===== src/rtl/ma_stage.sv =====
// ma_stage: memory-access pipeline stage; waits for the load response, extracts/extends load data, drives WB and forwarding buses.
// Optional stall counter output ma_stall_cnt is enabled by defining MA_STALL_CNT_EN.
module ma_stage (
  input  logic        clk,
  input  logic        rst,
  input  logic        ex_validout,
  input  logic        wb_allowin,
  output logic        ma_allowin,
  output logic        ma_validout,
  input  logic [73:0] ex_to_ma_bus,
  input  logic [31:0] data_sram_rdata,
  input  logic        data_sram_data_ok,
`ifdef MA_STALL_CNT_EN
  output logic [31:0] ma_stall_cnt,
`endif
  output logic [69:0] ma_to_wb_bus,
  output logic [37:0] ma_fwd_bus
);
  typedef enum logic [1:0] {S_EMPTY, S_WAIT, S_HELD} state_t;
  state_t      state_q, state_d;
  logic        valid_q, valid_d;
  logic [73:0] bus_q, bus_d;
  logic [31:0] rdata_buf_q, rdata_buf_d;
  logic [2:0]  ld_op;
  logic        res_from_mem, gr_we, got_data, readygo, fwd_we;
  logic [4:0]  dest;
  logic [31:0] alu_result, pc, rdata, extracted, final_result;
  logic [1:0]  a;
  logic [7:0]  bsel;
  logic [15:0] hsel;
  assign {ld_op, res_from_mem, gr_we, dest, alu_result, pc} = bus_q;
  assign a            = alu_result[1:0];
  assign got_data     = state_q == S_HELD;
  assign readygo      = ~res_from_mem | got_data | data_sram_data_ok;
  assign ma_allowin   = ~valid_q | (readygo & wb_allowin);
  assign ma_validout  = valid_q & readygo;
  assign rdata        = got_data ? rdata_buf_q : data_sram_rdata;
  assign bsel         = 8'(rdata >> {a, 3'b000});
  assign hsel         = a[1] ? rdata[31:16] : rdata[15:0];
  assign extracted    = ld_op == 3'd1 ? {{24{bsel[7]}}, bsel} :
                        ld_op == 3'd2 ? {24'd0, bsel} :
                        ld_op == 3'd3 ? {{16{hsel[15]}}, hsel} :
                        ld_op == 3'd4 ? {16'd0, hsel} : rdata;
  assign final_result = res_from_mem ? extracted : alu_result;
  assign fwd_we       = valid_q & gr_we & readygo;
  assign ma_to_wb_bus = {gr_we, dest, final_result, pc};
  assign ma_fwd_bus   = {fwd_we, dest, final_result};
  // A new accept always restarts the per-instruction state, overriding any same-cycle capture.
  always_comb begin
    valid_d     = ma_allowin ? ex_validout : valid_q;
    bus_d       = (ex_validout & ma_allowin) ? ex_to_ma_bus : bus_q;
    state_d     = ma_allowin ? ((ex_validout & ex_to_ma_bus[70]) ? S_WAIT : S_EMPTY) :
                  (state_q == S_WAIT && data_sram_data_ok) ? S_HELD : state_q;
    rdata_buf_d = (state_q == S_WAIT && data_sram_data_ok && !ma_allowin) ? data_sram_rdata : rdata_buf_q;
  end
  always_ff @(posedge clk) begin
    if (rst) begin
      valid_q     <= 1'b0;
      bus_q       <= '0;
      state_q     <= S_EMPTY;
      rdata_buf_q <= '0;
    end else begin
      valid_q     <= valid_d;
      bus_q       <= bus_d;
      state_q     <= state_d;
      rdata_buf_q <= rdata_buf_d;
    end
  end
`ifdef MA_STALL_CNT_EN
  logic [31:0] stall_cnt_q, stall_cnt_d;
  assign ma_stall_cnt = stall_cnt_q;
  always_comb stall_cnt_d = (valid_q & res_from_mem & ~readygo & ~&stall_cnt_q) ? stall_cnt_q + 32'd1 : stall_cnt_q;
  always_ff @(posedge clk) begin
    if (rst) stall_cnt_q <= '0;
    else stall_cnt_q <= stall_cnt_d;
  end
`endif
endmodule


===== config.mk =====
export PLATFORM = sky130hd
export DESIGN_NAME = ma_stage
export DESIGN_NICKNAME = d
export VERILOG_FILES = /design/src/rtl/ma_stage.sv
export SDC_FILE = /design/constraint.sdc
export NUM_CORES = 1
export LEC_CHECK = 0
export BUFFER_PORTS_ARGS = -buffer_cell sky130_fd_sc_hd__buf_2
export CORE_UTILIZATION = 40
export DETAILED_ROUTE_END_ITERATION = 8
export PLACE_DENSITY_LB_ADDON = 0.15
export SYNTH_ARGS = -nofsm -noshare
export SYNTH_HDL_FRONTEND = slang
export SYNTH_SLANG_ARGS = --single-unit

===== constraint.sdc =====
create_clock -name clk -period 2.5 [get_ports clk]
set_input_delay 0.5 -clock clk [delete_from_list [all_inputs] [get_ports clk]]
set_output_delay 0.5 -clock clk [all_outputs]
set_load 0.05 [all_outputs]

* Word level (Yosys, flattened, before mapping)
Cells that the tools add are included.
** Operators by class
- Bitwise operators :: 11
- Shift-type cells :: 1
- Reduce and logical (&&, ||, !) cells :: 4
- Equality and inequality tests :: 6
- Mux-type cells :: 10
** Operator list (count)
- $mux 32 :: 6
- $shr 32x5->8 :: 1
- $mux 16 :: 1
- $and 1x1->1 :: 6
- $eq 3x2->1 const B :: 2
- $mux 2 :: 2
- $eq 3x1->1 const B :: 1
- $eq 3x3->1 const B :: 1
- $or 1x1->1 :: 3
- $eq 2x1->1 const B :: 1
- $eq 2x2->1 const B :: 1
- $logic_and 1x1->1 :: 2
- $not 1->1 :: 2
- $reduce_bool 2->1 :: 1
- $logic_not 1->1 :: 1
- $mux 1 :: 1
** Storage, ports and cells
- Bits of input ports :: 111
- Output and inout port bits :: 110
- Word-level logic and storage cells :: 36
- Register bits after elaboration :: 109

* Depth between registers and ports, before layout
Gate-level depths: netlist (run 1).
- Depth in word-level cells :: 8
- Depth in mapped cells :: 9
- Depth with buffers taken out :: 5

* Worst setup path after synthesis (run 1)
No wires, ideal clock.
- Kind :: reg2out
- Start :: register state_q[0]
- End :: output port ma_to_wb_bus[35]
- Slack :: -728 ps
- Required time :: 2000 ps
- Arrival time :: 2728 ps
- Buffers on the path :: 4
- Cell stages (with the launch flop) :: 10
- Cells stage by stage :: dfxtp_1 nand2b_1 buf_4 buf_4 buf_2 nand2_1 a32oi_1 o2111ai_1 a31oi_1 buf_4
** Between the ends
- Cells in the longest elaborated chain, start to end :: 8
- Elaborated cells on any way between the ends :: 9
- Classes of those cells :: 1 x eq/ne; 1 x shift; 7 x mux
** Ends and longest elaborated chain
- start, declared :: RTL line 20 : state_t state_q, state_d;
- start signal, assigned :: RTL line 65 : state_q <= state_d;
- $eq 2x2->1 * :: RTL line 33 : assign got_data = state_q == S_HELD;
- $mux 32 * :: RTL line 37 : assign rdata = got_data ? rdata_buf_q : data_sram_rdata;
- parallel branches: the longest is 4 deep, another holds $shr 32x5->8
- $mux 32 * :: RTL line 40 : assign extracted = ld_op == 3'd1 ? {{24{bsel[7]}}, bsel} :
- $mux 32 * :: RTL line 44 : assign final_result = res_from_mem ? extracted : alu_result;
- end, declared :: RTL line 16 : output logic [69:0] ma_to_wb_bus,
Mark *: on every way between the ends.

* Worst setup path in the final report (run 1)
- Start :: register state_q[1]
- End :: output port ma_fwd_bus[8]
** Between the ends
- Cells in the longest elaborated chain, start to end :: 8
- Elaborated cells on any way between the ends :: 9
- Classes of those cells :: 1 x eq/ne; 1 x shift; 7 x mux
** Ends and longest elaborated chain
- $eq 2x2->1 * :: RTL line 33
- $mux 32 * :: RTL line 37
- parallel branches: the longest is 4 deep, another holds $shr 32x5->8
- $mux 32 * :: RTL line 40
- $mux 32 * :: RTL line 44
- end, declared :: RTL line 17 : output logic [37:0] ma_fwd_bus
Marks and branches as above.

==> results by group, run 1 <==
Floorplanning
  – Die Y: between 100 and 150 um
  – Core Area: between 0.01 and 0.015 mm^2
  – Starting density of the core: 0.416
  – Die W: about 130 um
  – # rows: between 40 and 50
  – IO Pins: 221
  – Die area: about 0.016 mm^2

GRT
  – Largest net degree at the start of global routing: 76
  – Initial antenna violation count: 0
  – First-pass GRT wire length: 28.1 mm
  – GRT overflow: 0
  – GRT Overall Usage: 0.223
  – Vias in the first global route: 5576

Synthesis
  – Cells after Synth: roughly 750
  – #FFs+latches synth: around 110
  – YS warnings: 0
  – Main synth FF type: dfxtp_1
  – Sequential area share after synthesis: 0.355
  – Syn Std Cell Area: 0.00614 mm^2
  – Syn_area_per_cell: 8.17 um^2
  – Post-synth ARST share: 0
  – Synth unique cells: 43
  – Post-Syn Nets: 863
  – EDFF count, synth: 0

Critical path
  – CP max stage delay: about 0.52 ns
  – Worst path slowest cell: mux4_2
  – Critical path endpoint category: output port
  – Crit-path cells: nor2b_4 > mux4_2 > a222oi_1 > nand2b_4 > clkbuf_16 > a31oi_4 > buf_6
  – Critical path fanouts, max: 4
  – Worst setup path category: register to output port
  – WP data arrival: ~2.5 ns
  – Critical Path Source Type: register
  – Crit path required time: ~2 ns

Flow run
  – Max capacitance violation total: 0

Place
  – Area after DPL: around 0.0076 mm^2
  – Cell count after placement: ~1100
  – GP Congestion: 0.864
  – Post-DP HPWL: approximately 13 mm
  – IO buf count: 220

Layout
  – Final Util: 0.587
  – Most frequent cells in the layout: buf_2 (155), nand2_1 (124), nor2_1 (108), dfxtp_1 (104), mux2i_1 (83)
  – Area growth syn-to-layout: 41.1%
  – Layout cells sized above 1: 0.414
  – Post-route cell area: about 0.0087 mm^2
  – Commonest non-fill, non-tap cell in the layout: buf_2
  – Non-filler cells, final: 1111
  – # nets final: about 1000
  – Antenna diodes: 0

Timing
  – RSZ-0062 raised after global routing: yes
  – Final setup skew: between 0.005 and 0.006 ns
  – Worst slew pin tran: 0.552 ns
  – Fmax: about 340 MHz
  – Final worst setup slack: -0.468 ns
  – Final hold viol count: 0
  – Max Slew Vio Count: 0
  – Post-layout min period: 2.97 ns
  – Slew Limit Headroom: 0.632
  – Final period util: 1.19
  – # setup viols final: 64

Clock tree
  – Clock transition at path regs: roughly 0.070 ns
  – # H-tree levels: 3
  – Worst skew pair latency: ~0.35 ns
  – Root buffer cell: clkbuf_16
  – Sinks on Clock Net: 109
  – TritonCTS clock tree: built
  – CTS max path bufs: 2
  – CTS Buf Count: 9

Pwr
  – Pwr Total: between 5 and 6 mW
  – Peak supply drop: about 0.36 mV
  – Cell Pwr Density: a little under 600 mW/mm^2
  – LEAKAGE: between 3 and 4 nW

Routing
  – DR iter-0 viols: around 250
  – Via Count: between 5000 and 6000
  – WL/cell: between 15 and 20 um
  – Remaining antenna violation count after routing: 0
  – DRC: 0
  – Routed WL: 17.6 mm
  – Pre-Repair DR Iteration Count: 4
  – Vias/cell: slightly above 5

Status
  – Failing checks: setup timing
  – Outcome: complete, but fails checks

Min path
  – HP Class: input pin to register
==> Yosys cell counts (10+ instances only) <==
master / number / area share
nor2_1: 110 / 0.067
buf_4: 85 / 0.10
a31oi_1: 22 / 0.022
buf_2: 11 / 0.0090
mux2i_1: 89 / 0.15
clkbuf_1: 35 / 0.021
o21ai_0: 12 / 0.0098
a21oi_1: 55 / 0.045
nand2_1: 127 / 0.078
dfxtp_1: 109 / 0.36
nor2b_1: 10 / 0.010
==> per-layer routing <==
layer	up-vias	track usage	wire length, um
li1	2827	-	-
met1	2609	0.284	7750
met4	0	0.0985	537
met2	224	0.373	8230
met5	-	0	0
met3	31	0.0331	1050
==> where the power goes <==
group | switching [mW] | leakage [nW] | internal, mW | total [mW]
clock | 0.635 | 0.149 | 0.870 | 1.51
combinational | 1.09 | 2.84 | 0.639 | 1.73
sequential | 0.0622 | 0.895 | 1.81 | 1.88
==> cells by family after synthesis <==
family,Yosys count,synth area share
compound gates,128,0.132
xor+xnor,3,0.00428
buf+inv,136,0.140
flops,109,0.355
mux,101,0.182
simple gates,275,0.187
==> what timing repair did <==
action                                  4_1_cts  5_1_grt
hold buffers                                  0        0
gates cloned                                  2        1
endpoints found under the setup margin       64       64
setup buffers                                11       12
pin swaps                                    12       16
resized for setup                           155       25
==> flip-flops by register name (all words and copies together), names as in the netlist <==
name / flops
bus_q: 74
rdata_buf_q: 32
state_q: 2
valid_q: 1
==> worst paths after layout <==
kind	from	cells after the start	slack [ns]	endpoint
worst max-delay path	state_q[1]	7	-0.47	ma_fwd_bus[8]
worst min-delay path	ex_to_ma_bus[19]	3	0.38	bus_q[19]
worst max register to register	state_q[1]	8	0.33	bus_q[33]
worst min register to register	rdata_buf_q[3]	2	0.46	rdata_buf_q[3]
==> stage by stage <==
step	TNS, ns	hold slack (ns)	worst slack [ns]
finish	-23.47	0.380	-0.468
global route	-28.28	0.387	-0.553
CTS	-22.59	0.366	-0.484
detailed placement	-3.66	0.446	-0.213
global placement	-3.68	0.442	-0.213
floorplan	-4.39	0.436	-0.260
==> cell type report <==
cell class                      count  area (um^2)
Fill cell                        1257         6090
Multi-Input combinational cell    507         3650
Timing Repair Buffer              294         2280
Sequential cell                   109         2200
Tap cell                          184          230
Clock buffer                       10          229
Clock inverter                      4         73.8
Inverter                            3         11.3
==> worst max-delay path, delay by kind of cell, from the launching register on <==
family / cells / cell delay (ns)
simple gates: 2 / 0.39
flops: 1 / 0.33
compound gates: 2 / 0.52
buf+inv: 2 / 0.35
mux: 1 / 0.52
Power figures use the tool's default switching activity.
==> run 2, diff against run 1 <==
- clock period: 2.5 -> 2.63 ns (I/O delays scaled with it)
==> run 2 against run 1 <==
  * The run still ends with setup timing left
  * Combinational power is 6% lower
  * Sequential share of layout area barely moved
  * Final cell count down 0.90%
  * Register-to-register slack better by 0.23 ns
  * Sequential power down 5%
  * First-iteration DRC count is 19% higher
  * Final area is 0.10% lower
==> results by group, run 2 (synthesis gave the netlist of run 1 again) <==
Status
  – Outcome: complete, but fails checks
  – Failing checks: setup timing

GRT
  – Largest net degree at the start of global routing: 72 (-5.3%)
  – GRT overflow: 0 (unchanged)
  – GRT Overall Usage: 0.228 (+0.00593)
  – Initial antenna violation count: 0 (unchanged)
  – Vias in the first global route: 5474 (-1.8%)
  – First-pass GRT wire length: 28.5 mm (+1.5%)

Place
  – Post-DP HPWL: 12.7 mm (+1.5%)
  – IO buf count: 220 (unchanged)
  – Area after DPL: 0.00745 mm^2 (-1.4%)
  – GP Congestion: 0.839 (-2.8%)

Critical path
  – Critical path endpoint category: output port
  – Crit path required time: 2.10 ns (+0.10 ns)
  – WP data arrival: 2.51 ns (+0.04 ns)
  – R2r worst-path depth: 7 (-1)
  – Worst setup path category: register to output port
  – Critical path fanouts, max: 4 (unchanged)
  – Worst r2r src: state_q[1]
  – Reg-to-reg critical path endpoint: bus_q[42]
  – R2R Setup Slk: 0.56 ns (+0.23 ns)
  – Critical Path Source Type: register

Routing
  – Remaining antenna violation count after routing: 0 (unchanged)
  – Via Count: 5655 (-0.63%)
  – DR iter-0 viols: 298 (+19%)
  – WL/cell: 16.3 um (+3.2%)
  – Vias/cell: 5.14 (+0.27%)
  – Routed WL: 18.0 mm (+2.3%)
  – DRC: 0 (unchanged)
  – Pre-Repair DR Iteration Count: 4 (unchanged)

Layout
  – Post-route cell area: 0.00866 mm^2 (-0.10%)
  – Largest regs: bus_q: 74 flops, rdata_buf_q: 32 flops, state_q: 2 flops
  – # nets final: 1023 (-1.2%)
  – Max reg flops: 74 (unchanged)
  – Area growth syn-to-layout: 40.9%
  – Most frequent cells in the layout: buf_2 (154), nand2_1 (125), nor2_1 (108), dfxtp_1 (103), mux2i_1 (81)
  – Layout cells sized above 1: 0.411 (-0.00312)
  – Final Util: 0.587 (-0.000593)
  – Antenna diodes: 0 (unchanged)
  – Commonest non-fill, non-tap cell in the layout: buf_2
  – Largest Register: bus_q

Timing
  – RSZ-0062 raised after global routing: yes
  – Fmax: roughly 330 MHz
  – Post-layout min period: slightly above 3 ns
  – Slew Limit Headroom: 0.680 (+0.0474)
  – Worst slew pin tran: 0.476 ns (-0.0761 ns)
  – WHS: 0.403 ns (+0.0235 ns)
  – Max Slew Vio Count: 0 (unchanged)
  – Final setup skew: 0.00652 ns (+0.00147 ns)
  – Final period util: 1.15
  – # setup viols final: 64 (unchanged)
  – Final worst setup slack: -0.406 ns (+0.0626 ns)
  – Final hold viol count: 0 (unchanged)
  – Setup TNS Final: -17.54 ns (+5.93 ns)

Pwr
  – Cell Pwr Density: 554 mW/mm^2 (-6.1%)
  – Peak supply drop: 0.324 mV (-8.8%)
  – LEAKAGE: 3.84 nW (-1.3%)
  – Pwr Total: 4.79 mW (-6.2%)

Floorplanning
  – Die Y: 126 um (unchanged)
  – Die W: 126 um (unchanged)
  – # rows: 44 (unchanged)
  – Core Area: 0.0148 mm^2 (unchanged)
  – Starting density of the core: 0.416 (unchanged)
  – IO Pins: 221 (unchanged)
  – Die area: 0.0159 mm^2 (unchanged)

Clock tree
  – Sinks on Clock Net: 109 (unchanged)
  – Root buffer cell: clkbuf_16
  – Clock transition at path regs: 0.07 ns (about the same)
  – # H-tree levels: 3 (unchanged)
  – Post-CTS Hold Buffers: 0 (unchanged)
  – Worst skew pair latency: 0.35 ns (about the same)
  – CTS Buf Count: 9 (unchanged)
  – CTS max path bufs: 2 (unchanged)
  – TritonCTS clock tree: built

Min path
  – Hold endpoint: valid_q
  – HP Class: input pin to register
  – Hold path cells: 3 (unchanged)
  – Hold path start: ex_validout

Flow run
  – Max capacitance violation total: 0 (unchanged)
## run 2: metal layers
layer / up-vias / track usage / share of wire / wire (um)
met5: - / 0 / 0 / 0
met4: 0 / 0.112 / 0.036 / 652
met3: 41 / 0.0412 / 0.061 / 1100
met2: 231 / 0.382 / 0.47 / 8490
met1: 2580 / 0.284 / 0.43 / 7740
li1: 2803 / - / - / -
## run 2: worst max-delay path, stage by stage (launching register included)
cell and delay (ns):
dfxtp_2 0.33, nor2b_4 0.15, mux4_2 0.54, a222oi_1 0.45
nand2b_4 0.25, clkbuf_16 0.16, a31oi_4 0.09, buf_6 0.18
## run 2: metrics by stage
stage,worst slack (ns),cells
after CTS,-0.397,1093
after global placement,-0.176,1062
after floorplan,-0.169,752
final,-0.406,1101
after detailed placement,-0.196,1062
after global routing,-0.452,1101
## run 2: timing repair
action / 4_1_cts / 5_1_grt
endpoints found under the setup margin: 64 / 64
pin swaps: 21 / 22
resized for setup: 170 / 17
buffers inserted: 15 / 9
cloned: 1 / 1
endpoints found under the hold margin: 0 / 0
## run 2: cell type report
class                   instances  area, um^2
well taps                     184         230
inverters                       3        11.3
repair buffers                282        2210
clock inverters                 7        73.8
multi-input cells             507        3710
fillers                      1340        6100
flip-flops and latches        109        2190
clock buffers                   9         225
## run 2: power breakdown
part	internal [mW]	total, mW	switching (mW)
sequential	1.73	1.78	0.0580
clock	0.743	1.38	0.641
combinational	0.588	1.63	1.04
## run 2: how the worst max path moves through the flow
stage,start,endpoint,slack [ns],cells past startpoint
after global routing,state_q[1],ma_fwd_bus[9],-0.45,7
after detailed placement,data_sram_rdata[15],ma_fwd_bus[13],-0.20,7
after global placement,data_sram_rdata[15],ma_fwd_bus[13],-0.18,7
after CTS,state_q[1],ma_fwd_bus[12],-0.40,7
after floorplan,state_q[1],ma_to_wb_bus[43],-0.17,7
final,state_q[1],ma_to_wb_bus[40],-0.41,7
